**src/rtl/vend_pkg.sv**
```systemverilog
// Shared types and constants for the vending purchase controller.
// Latency: none (declarations only).
// Backpressure: none (declarations only).
package vend_pkg;

  typedef enum logic [1:0] {
    COLLECT = 2'd0,
    VEND    = 2'd1,
    CHANGE  = 2'd2
  } state_t;

  localparam logic [1:0] COIN_NONE    = 2'b00;
  localparam logic [1:0] COIN_NICKEL  = 2'b01;
  localparam logic [1:0] COIN_DIME    = 2'b10;
  localparam logic [1:0] COIN_QUARTER = 2'b11;

  localparam int VAL_NICKEL  = 5;
  localparam int VAL_DIME    = 10;
  localparam int VAL_QUARTER = 25;

endpackage

```
**src/rtl/coin_decode.sv**
```systemverilog
// Maps a coin strobe and coin code to a credit value plus an invalid-coin flag.
// Latency: combinational, zero cycles.
// Backpressure: none; the caller decides whether the value is credited.
module coin_decode
  import vend_pkg::*;
#(
  parameter int CREDIT_W = 7
) (
  input  logic                coin_valid,
  input  logic [1:0]          coin_type,
  output logic [CREDIT_W-1:0] value,
  output logic                invalid
);

  // Decode the coin code; value is zero whenever no creditable coin is present.
  always_comb begin
    value   = '0;
    invalid = 1'b0;
    if (coin_valid) begin
      case (coin_type)
        COIN_NICKEL:  value = CREDIT_W'(VAL_NICKEL);
        COIN_DIME:    value = CREDIT_W'(VAL_DIME);
        COIN_QUARTER: value = CREDIT_W'(VAL_QUARTER);
        default:      invalid = 1'b1;
      endcase
    end
  end

endmodule

```
**src/rtl/vend_controller.sv**
```systemverilog
// Purchase FSM: accumulates coin credit, pulses dispense at price, returns change/refund.
// Latency: outputs registered; dispense one cycle after the threshold coin, change from the next.
// Backpressure: coins arriving in VEND/CHANGE are rejected (coin_reject), cancel ignored there.
// Optional feature macro: VEND_CHANGE_EN (change/refund path; undefined keeps remainder as credit).
module vend_controller
  import vend_pkg::*;
#(
  parameter int PRICE    = 15,
  parameter int CREDIT_W = 7
) (
  input  logic                clk,
  input  logic                reset,
  input  logic                coin_valid,
  input  logic [1:0]          coin_type,
  input  logic                cancel,
  output logic                dispense,
  output logic                change_nickel,
  output logic                change_dime,
  output logic                coin_reject,
  output logic                busy,
  output logic [CREDIT_W-1:0] credit
);

  localparam logic [CREDIT_W-1:0] PRICE_C = CREDIT_W'(PRICE);
  localparam logic [CREDIT_W-1:0] TEN_C   = CREDIT_W'(VAL_DIME);
  localparam logic [CREDIT_W-1:0] FIVE_C  = CREDIT_W'(VAL_NICKEL);

  state_t              state_q, state_d;
  logic [CREDIT_W-1:0] credit_d;
  logic                dispense_d, nickel_d, dime_d, reject_d, busy_d;

  logic [CREDIT_W-1:0] coin_value;
  logic                coin_invalid;
  logic [CREDIT_W-1:0] sum;
  logic [CREDIT_W-1:0] remainder;

  coin_decode #(
    .CREDIT_W (CREDIT_W)
  ) u_coin_decode (
    .coin_valid (coin_valid),
    .coin_type  (coin_type),
    .value      (coin_value),
    .invalid    (coin_invalid)
  );

  // Credit never exceeds PRICE+20, so neither sum nor remainder can wrap.
  assign sum       = credit + coin_value;
  assign remainder = credit - PRICE_C;

`ifndef VEND_CHANGE_EN
  // Refunds do not exist in this build, so cancel has no consumer.
  logic unused_cancel;
  assign unused_cancel = cancel;
`endif

  // Next-state, next-credit and next-output decisions for the purchase sequence.
  always_comb begin
    state_d    = state_q;
    credit_d   = credit;
    dispense_d = 1'b0;
    nickel_d   = 1'b0;
    dime_d     = 1'b0;
    reject_d   = 1'b0;
    case (state_q)
      COLLECT: begin
`ifdef VEND_CHANGE_EN
        if (cancel && (credit != '0)) begin
          // Refund wins over a coin in the same cycle; that coin is bounced.
          state_d  = CHANGE;
          reject_d = coin_valid;
        end else
`endif
        if (coin_invalid) begin
          reject_d = 1'b1;
        end else if (coin_valid) begin
          credit_d = sum;
          if (sum >= PRICE_C) state_d = VEND;
        end
      end
      VEND: begin
        dispense_d = 1'b1;
        reject_d   = coin_valid;
        credit_d   = remainder;
`ifdef VEND_CHANGE_EN
        state_d    = (remainder != '0) ? CHANGE : COLLECT;
`else
        state_d    = (remainder >= PRICE_C) ? VEND : COLLECT;
`endif
      end
`ifdef VEND_CHANGE_EN
      CHANGE: begin
        reject_d = coin_valid;
        if (credit >= TEN_C) begin
          dime_d   = 1'b1;
          credit_d = credit - TEN_C;
        end else if (credit == FIVE_C) begin
          nickel_d = 1'b1;
          credit_d = credit - FIVE_C;
        end
        if (credit_d == '0) state_d = COLLECT;
      end
`endif
      default: state_d = COLLECT;
    endcase
    busy_d = (state_d != COLLECT);
  end

  // State, credit and registered outputs; reset clears everything immediately.
  always_ff @(posedge clk or posedge reset) begin
    if (reset) begin
      state_q       <= COLLECT;
      credit        <= '0;
      dispense      <= 1'b0;
      change_nickel <= 1'b0;
      change_dime   <= 1'b0;
      coin_reject   <= 1'b0;
      busy          <= 1'b0;
    end else begin
      state_q       <= state_d;
      credit        <= credit_d;
      dispense      <= dispense_d;
      change_nickel <= nickel_d;
      change_dime   <= dime_d;
      coin_reject   <= reject_d;
      busy          <= busy_d;
    end
  end

endmodule

```
**config.mk**
```make
export PLATFORM = sky130hd
export DESIGN_NAME = vend_controller
export DESIGN_NICKNAME = d
export VERILOG_FILES = /design/src/rtl/vend_pkg.sv /design/src/rtl/coin_decode.sv /design/src/rtl/vend_controller.sv
export SDC_FILE = /design/constraint.sdc
export NUM_CORES = 1
export LEC_CHECK = 0
export BUFFER_PORTS_ARGS = -buffer_cell sky130_fd_sc_hd__buf_4
export CAP_MARGIN = 20
export CORE_MARGIN = 1.5
export CORE_UTILIZATION = 45
export CTS_CLUSTER_DIAMETER = 50
export CTS_CLUSTER_SIZE = 14
export DETAILED_ROUTE_END_ITERATION = 10
export PLACE_DENSITY_LB_ADDON = 0.12
export SKIP_LAST_GASP = 1
export SLEW_MARGIN = 20
export SYNTH_ARGS = -nofsm -noshare
export SYNTH_HDL_FRONTEND = slang
export SYNTH_HIERARCHICAL = 1
export SYNTH_SLANG_ARGS = --single-unit
```
**constraint.sdc**
```tcl
create_clock -name clk -period 2.3 [get_ports clk]
set_input_delay 0.345 -clock clk [delete_from_list [all_inputs] [get_ports clk]]
set_output_delay 0.345 -clock clk [all_outputs]
set_load 0.005 [all_outputs]
```
==> results.cfg, run 1 <==
[grt]
grt_pass1_wl_um = 3550
busiest_layer = met2
grt_max_degree = 13
antenna_found_initial = 0
grt_use_met3 = 0.0179
grt_pass1_vias = 851
grt_use_met2 = 0.309
use_met1 = 0.243
overflow = 0
grtUsageTotal = 0.189

[floorplan]
die_w_um = 50.4
coreArea_mm2 = 0.00204
rows = 16
ios = 18
initial_core_util = 0.496
die_area_mm2 = 0.00254
fp.dieH_um = 50.4

[pwr]
switchingPower_mw = 0.592
sw_frac_of_total = 0.438
p_seq_frac = 0.286
p_comb_frac = 0.617
intPower_mw = 0.760
p_clk_frac = 0.097
power_density_mw_per_mm2 = 1120
power_leakage_nw = 0.595
ir_drop_mv = 0.478
totalPowerFinal_mw = 1.35

[sta]
whs_ns = 0.0718
max_freq_ghz = 0.486
tns_ns = 0
maxSlewViolCount = 0
min_period_ns = 2.06
skew_ns = 0.00718
finalHoldViolCount = 0
finalSetupViolations = 0
period_share = 0.895
rsz0062_at_grt = false

[clock_network]
clkTransAtPathRegs_ns = 0.08
root_buffer = clkbuf_4
clock_path_buffers = 2
cts_resized = 0
cts-hold-fix-buffers = 0
h-tree-depth = 1
cts_tree = yes
cts_setup_buffers = 0
cts_buffers = 3
cts.sinks = 12
clock_latency_ns = 0.28

[logic_synthesis]
synth_edf_count = 0
synth_cell_types = 39
avgSynthCellArea_um2 = 8.88
synth_area_mm2 = 0.00101
ys_async_sr_fraction = 1.00
postSynthCellCount = 114
synth-seq-area-share = 0.297
synth_warnings = 6
ys_ff_latch = 12
synthFlopType = dfrtp_1

[routing]
antenna_left = 0
avgRoutedWirePerCell_um = 12.8
routed_wl_um = 2090
avgViaCountPerCell = 5.38
firstDrtPassIters = 4
via_count = 882
drc = 0
drt_iter0_markers = 15

[place]
gp_congestion = 0.819
io_buffers = 14
post-dp-hpwl_um = 1690

[worst_setup_path]
required_ns = 2.49
arrival_ns = 2.25
endpoint_kind = flop
worstSetupStartpointType = flop
crit_type = flop to flop
crit_fanout = 3

[job]
max-cap-violations = 0

[layout]
syn_to_final_growth_pct = 19.5
drive_gt1_frac = 0.255
n_antenna_cell = 0
nets = 154

[run_status]
status = completed

[worst_hold_path]
min_path_type = input pin to async pin
cell type report:
type | count | area [µm²]
clock buffers | 3 | 22.5
fillers | 193 | 832
inverters | 7 | 26.3
multi-input cells | 93 | 662
flip-flops and latches | 12 | 300
well taps | 27 | 33.8
repair buffers | 22 | 165
power by group through the flow:
stage | Clock [mW] | Combinational (mW) | Sequential [mW]
after floorplan | 0 | 0.522 | 0.404
after global placement | 0 | 0.815 | 0.388
after global routing | 0.144 | 0.943 | 0.398
after detailed placement | 0 | 0.836 | 0.388
after CTS | 0.131 | 0.842 | 0.386
final | 0.131 | 0.834 | 0.387
cells by family after synthesis:
logic type                 after synthesis  synth area share
and+or+nand+nor                         39             0.223
AOI/OAI and AO/OA                       29             0.197
DFF                                     12             0.297
buffers and inverters                   12            0.0606
adders and majority gates                9             0.119
xor gates and xnor gates                 9            0.0779
other                                    2           0.00742
muxes                                    2            0.0198
worst paths after layout:
path | startpoint | end | slack [ns] | depth (start not counted)
worst max-delay path | credit[0] | state_q[0] | 0.24 | 9
worst min-delay path | reset | dispense | 0.07 | 2
worst max register to register | credit[0] | state_q[0] | 0.24 | 9
worst min register to register | state_q[1] | state_q[0] | 0.53 | 1
max in group asynchronous | reset | credit[4] | 1.91 | 2
min in group clk | coin_type[1] | coin_reject | 0.45 | 4
stage by stage:
| stage | utilization | worst slack, ns | cells | cell area [µm²] |
|---|---|---|---|---|
| 3_3_place_gp | 0.581 | 0.0858 | 161 | 1190 |
| 5_1_grt | 0.593 | 0.0486 | 164 | 1210 |
| 6_report | 0.593 | 0.241 | 164 | 1210 |
| 4_1_cts | 0.593 | 0.239 | 164 | 1210 |
| 3_5_place_dp | 0.581 | 0.0477 | 161 | 1190 |
| 2_1_floorplan | - | 0.267 | 117 | 1020 |
flip-flops by register name, indices dropped and copies added, names as in the netlist:
signal,flops
coin_reject,1
state_q,2
credit,7
dispense,1
busy,1
synth_stat cells, types with 3 or more instances:
| library cell | n | area (µm²) |
|---|---|---|
| a41oi_1 | 3 | 26.3 |
| nor2_1 | 9 | 33.8 |
| nand3_1 | 3 | 15.0 |
| nand2_1 | 9 | 33.8 |
| o21ai_0 | 8 | 40.0 |
| xnor2_1 | 4 | 35.0 |
| buf_4 | 4 | 30.0 |
| inv_1 | 6 | 22.5 |
| ha_1 | 8 | 100 |
| dfrtp_1 | 12 | 300 |
| xor2_1 | 5 | 43.8 |
| a21oi_1 | 7 | 35.0 |
per-layer routing:
layer | wire [µm] | up-vias
li1 | - | 444
met1 | 1020 | 411
met2 | 949 | 22
met3 | 70 | 5
met4 | 55 | 0
met5 | 0 | -
cells in the final DEF, fill, tap and decap left out, types with 2 or more instances in the layout:
cell / Yosys / layout
nor3b_2: 2 / 2
nor3b_1: 2 / 2
conb_1: 2 / 5
o21ai_0: 8 / 8
nor2_1: 9 / 9
nand2_1: 9 / 9
nand2b_1: 2 / 2
xnor2_1: 4 / 4
inv_1: 6 / 6
a21oi_1: 7 / 7
dfrtp_1: 12 / 12
nand3_1: 3 / 3
and3b_1: 2 / 2
xor2_1: 5 / 5
a22oi_1: 2 / 2
ha_1: 8 / 8
mux2i_1: 2 / 2
nor3_1: 2 / 2
clkbuf_4: 0 / 3
a21o_1: 2 / 2
a41oi_1: 3 / 3
buf_4: 4 / 22
worst max-delay path, cell delays in order, from the launching register on:
cell	delay [ns]
dfrtp_1	0.37
ha_1	0.17
inv_1	0.06
fa_1	0.38
nand2b_1	0.20
a211oi_2	0.23
o21a_1	0.15
o21ai_0	0.07
buf_4	0.16
a41oi_1	0.19
(Power assumes the default switching activity.)
==> run 2: changes to the inputs <==
PLACE_DENSITY = 0.75   (was unset)
PLACE_DENSITY_LB_ADDON = unset   (was 0.12)
SETUP_SLACK_MARGIN = 0.1   (was unset)
==> results.cfg, run 2 (synthesized netlist as in run 1, its figures left out) <==
[worst_setup_path]
cpLargestDelayFamily = compound AO/OA/AOI/OAI gates
reg2reg_to = state_q[0]
crit_type = flop to flop
cp_slowest_cell = fa_1
crit_fanout = 3
arrival_ns = 2.24
rr_startpoint = credit[0]
critPathMaxStageDelay_ns = 0.37
r2r_cells = 9
path_cells = ha_1 > inv_1 > fa_1 > nand2b_1 > a211oi_2 > o21a_1 > o21ai_0 > buf_4 > a41oi_1
timing.critical_path.buf_inv = 2
endpoint_kind = flop
worstSetupStartpointType = flop
required_ns = 2.50
reg2reg_setup_slack_ns = 0.26

[routing]
avgViaCountPerCell = 5.27
drt_iter0_markers = 6
via_count = 859
routed_wl_um = 2080
avgRoutedWirePerCell_um = 12.7
antenna_left = 0
firstDrtPassIters = 4
drc = 0

[sta]
tns_ns = 0
whs_ns = 0.0792
rsz0062_at_grt = false
maxSlewViolCount = 0
skew_ns = 0.00495
min_period_ns = 2.04
relSlewSlack = 0.663
max_freq_ghz = 0.491
finalSetupViolations = 0
period_share = 0.886
finalHoldViolCount = 0
tightest_slew_ns = 0.505

[layout]
drive_gt1_frac = 0.257
final_cell_mix = buf_4 (20), dfrtp_1 (12), nand2_1 (9), nor2_1 (9)
top_register = credit
reg_top3 = credit x7, state_q x2
largest_reg_flops = 7
fin_util = 0.596
n_antenna_cell = 0
syn_to_final_growth_pct = 20.1
fillers = 194
layout_commonest_cell = buf_4
final_cells = 163
nets = 152

[clock_network]
h-tree-depth = 1
cts.sinks = 12
cts_tree = yes
cts_buffers = 3
clock_path_buffers = 2
cts_resized = 0
root_buffer = clkbuf_4
clock_latency_ns = 0.29
cts-hold-fix-buffers = 0
clkTransAtPathRegs_ns = 0.09
cts_setup_buffers = 0

[run_status]
status = completed

[floorplan]
rows = 16
die_w_um = 50.4
fp.dieH_um = 50.4
ios = 18
coreArea_mm2 = 0.00204
initial_core_util = 0.496
die_area_mm2 = 0.00254

[grt]
overflow = 0
grtUsageTotal = 0.180
grt_max_degree = 13
grt_pass1_wl_um = 3420
grt_pass1_vias = 822
antenna_found_initial = 0

[pwr]
power_leakage_nw = 0.599
power_density_mw_per_mm2 = 1150
ir_drop_mv = 0.545

[place]
post-dp-hpwl_um = 1580
gp_congestion = 0.806
io_buffers = 14
place_inst = 159

[job]
max-cap-violations = 0

[worst_hold_path]
min_path_type = input pin to async pin
-- run 2: cell count changes in the layout (fill, tap and decap cells not counted), sizes merged --
cell    previous run  this run
clkbuf             3         4
buf               22        20
-- run 2: cell type report --
class | instances | area [µm²] | area share
inverters | 7 | 26.3 | 0.0216
clock buffers | 4 | 36.3 | 0.0298
well taps | 27 | 33.8 | 0.0278
repair buffers | 20 | 150 | 0.123
multi-input cells | 93 | 669 | 0.550
flip-flops and latches | 12 | 300 | 0.247
-- run 2: how the worst max path moves through the flow --
stage	from	end	slack, ns	depth (start not counted)
after floorplan	credit[0]	busy	0.27	8
after global placement	coin_type[0]	busy	0.05	10
after detailed placement	coin_type[0]	state_q[0]	0.02	11
after CTS	credit[0]	state_q[0]	0.24	9
after global routing	credit[0]	busy	0.12	8
final	credit[0]	state_q[0]	0.26	9
-- run 2: metrics by stage --
stage | cell area, µm² | worst slack, ns | power [mW]
2_1_floorplan | 1020 | 0.267 | 0.926
3_3_place_gp | 1170 | 0.0519 | 1.18
3_5_place_dp | 1170 | 0.0197 | 1.20
4_1_cts | 1210 | 0.242 | 1.39
5_1_grt | 1220 | 0.117 | 1.52
6_report | 1220 | 0.262 | 1.40
-- run 2: report_power, final --
group / total (mW) / internal, mW / switching [mW]
Clock: 0.179 / 0.0965 / 0.0825
Sequential: 0.400 / 0.287 / 0.112
Combinational: 0.826 / 0.410 / 0.416
Total: 1.40 / 0.793 / 0.611
-- run 2: worst reg2reg max path, cell delays in order, from the launching register on --
cell	delay, ns
dfrtp_1	0.36
ha_1	0.17
inv_1	0.06
fa_1	0.37
nand2b_1	0.19
a211oi_2	0.23
o21a_1	0.15
o21ai_0	0.08
buf_4	0.17
a41oi_1	0.18
-- run 2: metal layers --
layer	vias up	wire (µm)	GRT usage
li1	440	-	-
met3	5	44	0.00893
met2	16	1000	0.316
met1	398	968	0.216
met5	-	0	0
met4	0	60	0.108
